--- src/rtl/instruction_sequencer.sv ---
// Cycle-level instruction sequencer for the 8227 core: reset, fetch, decode, addressing,
// operation and interrupt-entry cycles. Define SEQ_INTERRUPT_EN to build the NMI/IRQ logic.
module instruction_sequencer #(
  parameter int unsigned RESET_CYCLES = 7,
  parameter int unsigned INT_CYCLES   = 7
) (
  input  logic       clk,
  input  logic       rst,
  input  logic       rdy,
  input  logic [2:0] addressTimingCode,
  input  logic [2:0] opTimingCode,
  input  logic       earlyDone,
  input  logic       nmi,
  input  logic       irq,
  input  logic       iFlag,
  output logic [2:0] state,
  output logic [2:0] timeStep,
  output logic       sync,
  output logic       loadIR,
  output logic       instrDone,
  output logic [1:0] intSource
);

  localparam logic [2:0] ST_RESET  = 3'd0;
  localparam logic [2:0] ST_FETCH  = 3'd1;
  localparam logic [2:0] ST_DECODE = 3'd2;
  localparam logic [2:0] ST_ADDR   = 3'd3;
  localparam logic [2:0] ST_OP     = 3'd4;
  localparam logic [2:0] ST_INT    = 3'd5;

  localparam logic [2:0] RESET_LAST = 3'(RESET_CYCLES - 1);
  localparam logic [2:0] INT_LAST   = 3'(INT_CYCLES - 1);

  logic [2:0] state_q, state_d;
  logic [2:0] time_step_q, time_step_d;
  logic [2:0] addr_len_q, addr_len_d;
  logic [2:0] op_len_q, op_len_d;
  logic       instr_end;
  logic       int_req;

  always_comb begin
    state_d     = state_q;
    time_step_d = time_step_q;
    addr_len_d  = addr_len_q;
    op_len_d    = op_len_q;
    instr_end   = 1'b0;
    if (rdy) begin
      case (state_q)
        ST_RESET: begin
          if (time_step_q == RESET_LAST) state_d = ST_FETCH;
          else time_step_d = time_step_q + 3'd1;
        end
        ST_FETCH: state_d = ST_DECODE;
        ST_DECODE: begin
          addr_len_d = addressTimingCode;
          op_len_d   = opTimingCode;
          if (addressTimingCode != 3'd0) state_d = ST_ADDR;
          else if (opTimingCode != 3'd0) state_d = ST_OP;
          else instr_end = 1'b1;
        end
        ST_ADDR: begin
          if (time_step_q == addr_len_q - 3'd1 || earlyDone) begin
            if (op_len_q != 3'd0) state_d = ST_OP;
            else instr_end = 1'b1;
          end else begin
            time_step_d = time_step_q + 3'd1;
          end
        end
        ST_OP: begin
          if (time_step_q == op_len_q - 3'd1 || earlyDone) instr_end = 1'b1;
          else time_step_d = time_step_q + 3'd1;
        end
        ST_INT: begin
          if (time_step_q == INT_LAST) state_d = ST_FETCH;
          else time_step_d = time_step_q + 3'd1;
        end
        default: state_d = ST_FETCH;
      endcase
      // END is a transition: leave the current state for INT or the next fetch.
      if (instr_end) state_d = int_req ? ST_INT : ST_FETCH;
      if (state_d != state_q) time_step_d = 3'd0;
    end
  end

  always_ff @(posedge clk or posedge rst) begin
    if (rst) begin
      state_q     <= ST_RESET;
      time_step_q <= 3'd0;
      addr_len_q  <= 3'd0;
      op_len_q    <= 3'd0;
    end else begin
      state_q     <= state_d;
      time_step_q <= time_step_d;
      addr_len_q  <= addr_len_d;
      op_len_q    <= op_len_d;
    end
  end

`ifdef SEQ_INTERRUPT_EN
  logic [1:0] int_source_q, int_source_d;
  logic       nmi_prev_q, nmi_prev_d;
  logic       nmi_pending_q, nmi_pending_d;
  logic       take_nmi;

  assign int_req = nmi_pending_q | (irq & ~iFlag);

  always_comb begin
    int_source_d = int_source_q;
    nmi_prev_d   = nmi;
    take_nmi     = instr_end & nmi_pending_q;
    if (take_nmi) int_source_d = 2'b01;
    else if (instr_end && irq && !iFlag) int_source_d = 2'b10;
    // A fresh edge in the same cycle an NMI is taken stays pending.
    nmi_pending_d = (nmi_pending_q & ~take_nmi) | (nmi & ~nmi_prev_q);
  end

  always_ff @(posedge clk or posedge rst) begin
    if (rst) begin
      int_source_q  <= 2'b00;
      nmi_prev_q    <= 1'b0;
      nmi_pending_q <= 1'b0;
    end else begin
      int_source_q  <= int_source_d;
      nmi_prev_q    <= nmi_prev_d;
      nmi_pending_q <= nmi_pending_d;
    end
  end

  assign intSource = int_source_q;
`else
  logic unused_int_inputs;
  assign unused_int_inputs = ^{nmi, irq, iFlag};
  assign int_req   = 1'b0;
  assign intSource = 2'b00;
`endif

  assign state     = state_q;
  assign timeStep  = time_step_q;
  assign sync      = (state_q == ST_FETCH);
  assign loadIR    = sync & rdy;
  assign instrDone = instr_end;

endmodule

--- config.mk ---
export PLATFORM = sky130hd
export DESIGN_NAME = instruction_sequencer
export DESIGN_NICKNAME = d
export VERILOG_FILES = /design/src/rtl/instruction_sequencer.sv
export SDC_FILE = /design/constraint.sdc
export NUM_CORES = 1
export LEC_CHECK = 0
export CORE_MARGIN = 8
export CORE_UTILIZATION = 25
export DETAILED_ROUTE_END_ITERATION = 8
export DONT_BUFFER_PORTS = 1
export PLACE_DENSITY = 0.44
export RECOVER_POWER = 100
export SLEW_MARGIN = 25
export SYNTH_ARGS = -nofsm -noshare
export SYNTH_HDL_FRONTEND = slang
export SYNTH_SLANG_ARGS = --single-unit
--- constraint.sdc ---
create_clock -name clk -period 4.2 [get_ports clk]
set_clock_uncertainty 0.15 [all_clocks]
set_input_delay 0 -clock clk [delete_from_list [all_inputs] [get_ports clk]]
set_output_delay 0 -clock clk [all_outputs]
set_load 0.01 [all_outputs]
==> results of run 1 <==
-- layer usage --
metal	vias to the layer above	GRT usage, %
met4	0	0.566
li1	387	-
met3	0	3.92
met1	354	11.2
met2	22	13.2
met5	-	0
-- report_power, final --
group / internal, mW / leakage, nW / switching (mW)
Combinational: 0.196 / 0.294 / 0.215
Sequential: 0.164 / 0.150 / 0.0884
Clock: 0.0828 / 0.0288 / 0.0426
Total: 0.443 / 0.472 / 0.346
-- area by class of cell --
type | instances | area, µm² | area share [%]
Clock buffer | 4 | 55.1 | 4.99
Multi-Input combinational cell | 80 | 571 | 51.7
Inverter | 9 | 33.8 | 3.06
Timing Repair Buffer | 9 | 83.8 | 7.60
Tap cell | 48 | 60.1 | 5.44
Sequential cell | 12 | 300 | 27.2
-- worst max-delay path, delay by kind of cell, from the launching register on --
family	cells	cell delay [ns]
xor+xnor	1	0.14
fa+ha+maj	2	0.49
simple gates	4	0.88
flops	1	0.37
compound gates	1	0.22
buf+inv	1	0.06
mux	1	0.37
-- placed cells by master, fill, tap and decap left out, types with 2 or more instances in the layout --
cell type and instances:
sky130_fd_sc_hd__a21oi_1 4, sky130_fd_sc_hd__clkbuf_8 4, sky130_fd_sc_hd__conb_1 2, sky130_fd_sc_hd__dfrtp_1 12
sky130_fd_sc_hd__dlygate4sd3_1 8, sky130_fd_sc_hd__ha_1 5, sky130_fd_sc_hd__inv_1 9, sky130_fd_sc_hd__mux2_2 2
sky130_fd_sc_hd__nand2_1 13, sky130_fd_sc_hd__nor2_1 8, sky130_fd_sc_hd__nor3_1 8, sky130_fd_sc_hd__nor4_1 3
sky130_fd_sc_hd__nor4b_2 2, sky130_fd_sc_hd__o21ai_0 7, sky130_fd_sc_hd__xor2_1 6
-- logic make-up (layout without fill, tap and decap cells) --
family                   Yosys count  after routing  share of synthesized area [%]
multiplexers                       4              4                           4.64
buffers and inverters             16             22                           7.15
other                              1              2                          0.397
flip-flops                        12             12                           31.8
adder cells (fa/ha/maj)            5              5                           6.62
XOR/XNOR                           8              8                           8.87
AO/OA/AOI/OAI                     19             19                           15.1
AND/OR/NAND/NOR                   42             42                           25.4
-- sequential cells by signal, indices dropped and copies added (netlist names) --
register / flops
state: 3
timeStep: 3
op_len_q: 3
addr_len_q: 3
-- stage by stage --
stage                     hold WS, ns  setup WS, ns  power, mW  area [µm²]  std cells
after floorplan                -0.285          1.84      0.586         948        108
after global placement         -0.226          1.54      0.657         982        150
after detailed placement       -0.216          1.48      0.673         982        150
after CTS                      0.0252          1.46      0.811        1120        162
after global routing           0.0585          1.13      0.870        1100        162
final                          0.0103          1.38      0.789        1100        162
-- path summary, 6_finish.rpt --
check                           endpoint           from  slack (ns)
setup / recovery             timeStep[2]    op_len_q[0]        1.38
hold / removal               timeStep[0]            rdy        0.01
setup reg to reg             timeStep[2]    op_len_q[0]        1.38
hold reg to reg            addr_len_q[2]  addr_len_q[2]        0.38
max in group asynchronous    op_len_q[1]            rst        3.50
min in group asynchronous  addr_len_q[0]            rst        0.07
-- cells in the mapped netlist, drive strengths merged --
library cell / instances
inv: 9
o32ai: 1
buf: 3
o311a: 1
conb: 1
xor2: 6
a31oi: 2
mux2: 3
xnor2: 1
nor3b: 2
nand2b: 1
clkbuf: 4
nor4: 3
mux2i: 1
ha: 5
nor2: 8
nand3b: 1
o221ai: 1
a21oi: 4
o21ai: 7
dfrtp: 12
xnor3: 1
o41ai: 1
nor2b: 1
and4: 1
a22oi: 1
o21bai: 1
nand3: 1
nor4b: 3
nor3: 8
nand2: 13
==> parameters.txt, run 1 <==
Parameter                              Value

Drt
  Routed met1 length ... 1070 µm
  Residual DRC ... 0
  Detailed-router iteration count before antenna repair ... 4
  WL/cell ... 14.5 µm
  Post-route antenna net violation count ... 0
  Average vias per placed instance ... 4.71
  Detailed-route via count ... 763
  Routed length on met2 ... 1090 µm
  Highest Signal Layer ... met3
  Starting DRT DRC Count ... 19
  Routed wire length ... ~2400 µm
  Sum of met3 wire segment lengths after detailed routing ... ~200 µm

Synth
  Top-area cell type share of the netlist area ... 31.8%
  Area leader, netlist ... sky130_fd_sc_hd__dfrtp_1
  Number of library cell types mapped by synthesis ... 35
  Fraction of the yosys area taken by sequential cells ... 31.8%
  Mapped Cells ... 107
  Average size of a mapped cell ... approximately 9 µm²
  Yosys Warn Count ... 0
  #FFs+latches synth ... 12
  Synth area leaders ... sky130_fd_sc_hd__dfrtp_1 (32%), sky130_fd_sc_hd__ha_1 (6.6%), sky130_fd_sc_hd__xor2_1 (5.6%), sky130_fd_sc_hd__nand2_1 (5.2%), sky130_fd_sc_hd__nor3_1 (3.7%)
  Cell area after technology mapping ... 945 µm²

Timing
  Time the worst path needs with I/O delays and setup ... about 2.8 ns
  Final-report setup violation count ... 0
  Final total negative setup slack ... 0 ns
  Max Slew Vio Count ... 0
  RSZ-0062 raised after global routing ... false
  Highest achievable clock rate ... 0.355 GHz
  Share of the cycle needed by the critical path after routing ... roughly two thirds
  Slew at the pin with the worst max-slew slack ... approximately 0.61 ns
  Worst-case headroom to the max-slew limit ... 59.0%
  Hold Vio Cnt, Final ... 0

GRT
  Global-route wire length before repair ... about 4200 µm
  Vias in the first global route ... around 800
  Antenna violations before repair ... 0
  Overflow left after global routing ... 0
  Overall global routing resource usage ... ~8.6%
  Pin count of the biggest net entering global routing ... 16

Cells and area
  Post-synthesis to final-layout area growth ... 16.8%
  Final core area utilization ... 30.1%
  Final-layout fill cell count ... 393
  Count of nets after finishing ... ~130
  Number of antenna repair diodes ... 0
  Proportion of layout cells with a drive suffix above 1 ... 10.5%

Floorplan
  Area of the die ... 6000 µm²
  Number of placement rows ... 22
  Die outline height ... between 70 and 80 µm
  Effective utilization at floorplan ... about 26%
  Chip Width ... 77.5 µm
  Number of top-level pins ... 24
  Area of the placeable core ... 3660 µm²

Clock tree
  Total clock sinks ... 12
  Root buf cell ... sky130_fd_sc_hd__clkbuf_8
  Post-CTS Setup Inserts ... 0
  Maximum clock insertion buffer count ... 2
  Post-cts repair resize count ... 0
  CTS clock-pin slew for the worst setup and hold paths ... 0.05 ns
  Count of hold buffers inserted by post-cts repair ... 8
  Number of clock buffers inserted by TritonCTS ... 3
  Insertion delay of the later-clocked pin in the worst-skew pair ... 0.24 ns
  Clock tree from TritonCTS ... done
  Deepest level of the CTS H-tree ... 1

Run
  Maximum capacitance violations ... 0

Worst setup path
  Worst-path fanout max ... 4
  CP Data Arrival Time ... 2.78 ns
  Req. time, crit path ... between 4 and 5 ns
  Cell-by-cell listing of the critical path ... inv_1 > ha_1 > ha_1 > xor2_1 > a31oi_1 > nor3b_1 > nor3_1 > and4_1 > mux2i_1 > nor3_1
  Slowest CP cell ... sky130_fd_sc_hd__dfrtp_1
  Element type at the critical path start ... register
  Worst setup path category ... reg -> reg
  Critical path endpoint category ... register
  Worst reg-to-reg path cell count ... 10
  Critical Path Max Stage Delay ... 0.37 ns

Min path
  Type of the most critical hold path ... in -> reg
  Cells on Worst Hold Path ... 3

Power
  Peak supply drop ... slightly above 400 µV
  Static Leak ... 0.472 nW
  Total power per unit cell area ... a little over 700 nW/µm²

Placed design
  Quantity of I/O buffers inserted on ports ... 0
  Half-perimeter wire length after detailed placement ... between 1500 and 2000 µm
  RD Place Congestion ... approximately 0.8

Status
  Run status ... finished clean
Note: power is estimated with default switching activity, not from simulation.
==> inputs of run 2 (changes only) <==
Settings changed: PLACE_DENSITY 0.44 to 0.46.
Clock period 4.2 ns to 2.53 ns, I/O delays scaled along.
==> parameters.txt, run 2 (synthesis gave the netlist of run 1 again) <==
Parameter                              Value

Status
  Run status ... finished clean

Min path
  Type of the most critical hold path ... in -> reg
  Cells on Worst Hold Path ... 3

Timing
  Time the worst path needs with I/O delays and setup ... ~2.5 ns
  Highest achievable clock rate ... 0.404 GHz
  Worst-case headroom to the max-slew limit ... 62.4%
  Worst Setup Slack, final ... 0.0539 ns
  Final total negative setup slack ... 0 ns
  RSZ-0062 raised after global routing ... true
  Share of the cycle needed by the critical path after routing ... a little over nine tenths
  Final-report setup violation count ... 0
  Max Slew Vio Count ... 0
  Hold Vio Cnt, Final ... 0
  Slew at the pin with the worst max-slew slack ... 0.559 ns

Worst setup path
  Cell-by-cell listing of the critical path ... inv_1 > ha_2 > ha_4 > xor2_1 > a31oi_1 > nor3b_2 > nor3_2 > and4_4 > mux2i_4 > nor4b_4
  Number of logic stages on the critical path including buffering ... 10
  Worst-path fanout max ... 3
  Element type at the critical path start ... register
  Req. time, crit path ... around 2.5 ns
  Critical path endpoint category ... register
  CP Data Arrival Time ... about 2.5 ns
  Slowest CP cell ... sky130_fd_sc_hd__dfrtp_1
  Cell family contributing the most delay on the critical path ... simple AND/OR/NAND/NOR gates
  Count of buffer and inverter cells on the critical path ... 1
  Worst reg-to-reg path cell count ... 10
  Worst setup path category ... reg -> reg
  Critical Path Max Stage Delay ... 0.37 ns

Placed design
  Quantity of I/O buffers inserted on ports ... 0
  RD Place Congestion ... about 0.74
  Count of placed standard cells including taps ... 168
  Worst setup slack after placement ... -0.0287 ns
  Half-perimeter wire length after detailed placement ... 1960 µm

Clock tree
  CTS clock-pin slew for the worst setup and hold paths ... 0.06 ns
  Maximum clock insertion buffer count ... 2
  Total clock sinks ... 12
  Clock tree from TritonCTS ... done
  Number of clock buffers inserted by TritonCTS ... 3
  Root buf cell ... sky130_fd_sc_hd__clkbuf_8
  Insertion delay of the later-clocked pin in the worst-skew pair ... 0.24 ns
  Deepest level of the CTS H-tree ... 1

Drt
  Starting DRT DRC Count ... 33
  Post-route antenna net violation count ... 0
  WL/cell ... 14.5 µm
  Detailed-route via count ... 857
  Average vias per placed instance ... approximately 4.7
  Routed wire length ... roughly 2600 µm
  Detailed-router iteration count before antenna repair ... 4
  Residual DRC ... 0

GRT
  Antenna violations before repair ... 0
  Overall global routing resource usage ... slightly below 9%
  Vias in the first global route ... 882
  Overflow left after global routing ... 0
  Global-route wire length before repair ... 4220 µm
  Pin count of the biggest net entering global routing ... 13

Floorplan
  Area of the die ... about 6000 µm²
  Die outline height ... 77.5 µm
  Effective utilization at floorplan ... 25.8%
  Number of placement rows ... 22
  Area of the placeable core ... 3660 µm²
  Number of top-level pins ... 24
  Chip Width ... 77.5 µm

Power
  Total power per unit cell area ... 1230 nW/µm²
  Static Leak ... 0.588 nW
  Peak supply drop ... about 520 µV

Cells and area
  Number of antenna repair diodes ... 0
  Commonest cells after routing, fill and taps aside ... sky130_fd_sc_hd__buf_4 (17), sky130_fd_sc_hd__nand2_1 (13), sky130_fd_sc_hd__dfrtp_1 (12), sky130_fd_sc_hd__inv_1 (9), sky130_fd_sc_hd__dlygate4sd3_1 (9)
  Count of nets after finishing ... 154
  Proportion of layout cells with a drive suffix above 1 ... 31.9%
  Commonest non-fill, non-tap cell in the layout ... sky130_fd_sc_hd__buf_4
  Post-synthesis to final-layout area growth ... 45.0%
  Fin cells ... 183

Run
  Maximum capacitance violations ... 0
run 2: cell types whose count changed in the layout (fill, tap and decap cells not counted), moves of 2 or more:
cell                       previous run  this run
sky130_fd_sc_hd__buf_4                0        17
sky130_fd_sc_hd__nor4b_4              0         2
sky130_fd_sc_hd__clkbuf_1             1         4
sky130_fd_sc_hd__nor3_2               0         3
sky130_fd_sc_hd__nor3_1               8         4
sky130_fd_sc_hd__nor4_2               0         2
sky130_fd_sc_hd__ha_1                 5         3
sky130_fd_sc_hd__nor4_1               3         1
run 2: metal layers:
layer	vias to the layer above	wire length [µm]	global-route usage (%)
li1	428	-	-
met1	405	1120	9.79
met2	20	1340	14.3
met3	4	138	3.46
met4	0	51	3.21
met5	-	0	0
run 2: metrics by stage:
step | cell area, µm² | util, % | hold slack, ns | power (mW)
floorplan | 948 | - | -0.285 | 0.973
finish | 1370 | 37.4 | 0.0306 | 1.68
global placement | 1120 | 30.5 | -0.214 | 1.27
detailed placement | 1120 | 30.5 | -0.210 | 1.28
global route | 1370 | 37.4 | 0.0449 | 1.82
CTS | 1290 | 35.1 | 0.0270 | 1.58
run 2: tightest hold or removal path, cell delays in order:
cell and delay [ns]:
sky130_fd_sc_hd__nand2_1 0.10, sky130_fd_sc_hd__o32ai_4 0.22, sky130_fd_sc_hd__nor4b_4 0.07
run 2: cell type report:
type / instances / area [µm²]
fill: 379 / 2290
timing repair buffer: 30 / 233
sequential: 12 / 300
multi-input combinational: 80 / 688
inverter: 9 / 33.8
clock buffer: 4 / 55.1
tap: 48 / 60.1
run 2: report_power, final:
part	switching [mW]	internal [mW]	leakage, nW
Combinational	0.552	0.570	0.410
Sequential	0.0745	0.274	0.150
Clock	0.0734	0.138	0.0288
Total	0.700	0.981	0.588
run 2: path summary, 6_finish.rpt:
| path | start | endpoint | slack, ns |
|---|---|---|---|
| worst max-delay path | op_len_q[0] | timeStep[1] | 0.05 |
| worst min-delay path | rdy | timeStep[1] | 0.03 |
| worst max register to register | op_len_q[0] | timeStep[1] | 0.05 |
| worst min register to register | addr_len_q[2] | addr_len_q[2] | 0.37 |
| max in group asynchronous | rst | op_len_q[2] | 1.83 |
| min in group asynchronous | rst | timeStep[1] | 0.07 |
run 2: repair_timing:
| action | CTS | global route |
|---|---|---|
| setup endpoints to repair | 1 | 3 |
| hold buffers | 8 | 1 |
| hold endpoints to repair | 21 | 2 |
| pin swaps | 4 | 10 |
| gates resized for setup | 4 | 13 |
| setup buffers | 2 | 1 |
==> inputs of run 3 (changes only) <==
Settings changed: HOLD_SLACK_MARGIN set to 0.12.
==> parameters.txt, run 3 (synthesis gave the netlist of run 1 again) <==
Parameter                              Value

Power
  Static Leak ... 0.588 nW
  Peak supply drop ... ~520 µV
  Total power consumption of the routed design ... 1.68 mW
  Total power per unit cell area ... 1230 nW/µm²

Cells and area
  Commonest non-fill, non-tap cell in the layout ... sky130_fd_sc_hd__buf_4
  Commonest cells after routing, fill and taps aside ... sky130_fd_sc_hd__buf_4 (17), sky130_fd_sc_hd__nand2_1 (13), sky130_fd_sc_hd__dfrtp_1 (12), sky130_fd_sc_hd__inv_1 (9), sky130_fd_sc_hd__dlygate4sd3_1 (9)
  Number of antenna repair diodes ... 0
  Final core area utilization ... 37.4%
  Post-synthesis to final-layout area growth ... 45.0%
  Count of nets after finishing ... approximately 150
  Post-route cell area ... 1370 µm²
  Proportion of layout cells with a drive suffix above 1 ... 31.9%
  Fin cells ... roughly 180

Drt
  Routed wire length ... 2620 µm
  Post-route antenna net violation count ... 0
  Average vias per placed instance ... 4.72
  Detailed-router iteration count before antenna repair ... 4
  Detailed-route via count ... between 800 and 900
  Residual DRC ... 0
  WL/cell ... 14.3 µm
  Starting DRT DRC Count ... 30

GRT
  Pin count of the biggest net entering global routing ... 13
  Antenna violations before repair ... 0
  Global-route wire length before repair ... 4200 µm
  Overflow left after global routing ... 0
  Overall global routing resource usage ... 8.60%
  Vias in the first global route ... 886

Min path
  Cells on Worst Hold Path ... 4
  Type of the most critical hold path ... in -> reg

Clock tree
  Number of clock buffers inserted by TritonCTS ... 3
  Root buf cell ... sky130_fd_sc_hd__clkbuf_8
  Maximum clock insertion buffer count ... 2
  Insertion delay of the later-clocked pin in the worst-skew pair ... 0.24 ns
  Total clock sinks ... 12
  Clock tree from TritonCTS ... done
  CTS clock-pin slew for the worst setup and hold paths ... 0.05 ns
  Deepest level of the CTS H-tree ... 1

Timing
  Share of the cycle needed by the critical path after routing ... 97.3%
  Worst Setup Slack, final ... 0.0688 ns
  Final total negative setup slack ... 0 ns
  RSZ-0062 raised after global routing ... true
  Hold Vio Cnt, Final ... 0
  Final-report setup violation count ... 0
  Slew at the pin with the worst max-slew slack ... 0.570 ns
  Time the worst path needs with I/O delays and setup ... 2.46 ns
  Worst-case headroom to the max-slew limit ... 61.9%
  Highest achievable clock rate ... 0.406 GHz
  Max Slew Vio Count ... 0
  Hold Worst Slack ... around 0.21 ns

Floorplan
  Area of the placeable core ... 3660 µm²
  Chip Width ... a little under 80 µm
  Die outline height ... a little under 80 µm
  Number of placement rows ... 22
  Area of the die ... 6000 µm²
  Number of top-level pins ... 24
  Effective utilization at floorplan ... 25.8%

Worst setup path
  Worst reg-to-reg path cell count ... 10
  Element type at the critical path start ... register
  Req. time, crit path ... roughly 2.5 ns
  Worst setup path category ... reg -> reg
  CP Data Arrival Time ... around 2.4 ns
  Critical path endpoint category ... register
  Worst-path fanout max ... 3
  Slowest CP cell ... sky130_fd_sc_hd__dfrtp_1
  Critical Path Max Stage Delay ... 0.37 ns
  Cell-by-cell listing of the critical path ... inv_1 > ha_2 > ha_4 > xor2_1 > a31oi_1 > nor3b_2 > nor3_2 > and4_4 > mux2i_4 > nor4b_4

Placed design
  Quantity of I/O buffers inserted on ports ... 0
  Count of placed standard cells including taps ... about 170
  Placed Instance Area ... 1120 µm²
  Worst setup slack after placement ... -0.0287 ns
  Half-perimeter wire length after detailed placement ... a little under 2000 µm
  RD Place Congestion ... 0.743

Run
  Maximum capacitance violations ... 0

Status
  Run status ... finished clean
run 3: final cells by class:
cell class | count | area, µm²
inverter | 9 | 33.8
tap | 48 | 60.1
fill | 377 | 2290
timing repair buffer | 30 | 233
sequential | 12 | 300
multi-input combinational | 80 | 688
clock buffer | 4 | 55.1
run 3: worst paths after layout:
check | startpoint | to | slack (ns)
hold / removal | addressTimingCode[0] | state[1] | 0.21
max in group asynchronous | rst | op_len_q[2] | 1.21
setup reg to reg | op_len_q[0] | timeStep[1] | 0.07
hold reg to reg | addr_len_q[2] | addr_len_q[2] | 0.37
setup / recovery | op_len_q[0] | timeStep[1] | 0.07
min in group asynchronous | rst | addr_len_q[0] | 0.65
run 3: timing repair:
item	in CTS	in global routing
pin swaps	4	10
cloned	0	0
setup buffers	2	1
resized for setup	4	13
endpoints found under the setup margin	1	3
endpoints found under the hold margin	26	0
hold buffers	9	0
run 3: per-layer routing:
layer | wire [µm] | part of all wire (%) | up-vias | GRT usage, %
met2 | 1310 | 50 | 19 | 14.2
met5 | 0 | 0 | - | 0
li1 | - | - | 429 | -
met4 | 51 | 1.9 | 0 | 3.21
met1 | 1130 | 43 | 412 | 9.79
met3 | 129 | 4.9 | 4 | 3.46
run 3: power breakdown:
group	internal [mW]	switching (mW)
logic	0.569	0.552
clock network	0.138	0.0727
registers	0.274	0.0750
run 3: worst max-delay path, delay by kind of cell (launching register included):
kind	cells	cell delay (ns)
simple gates	4	0.72
fa+ha+maj	2	0.38
flops	1	0.37
mux	1	0.31
compound gates	1	0.20
xor+xnor	1	0.13
buf+inv	1	0.07
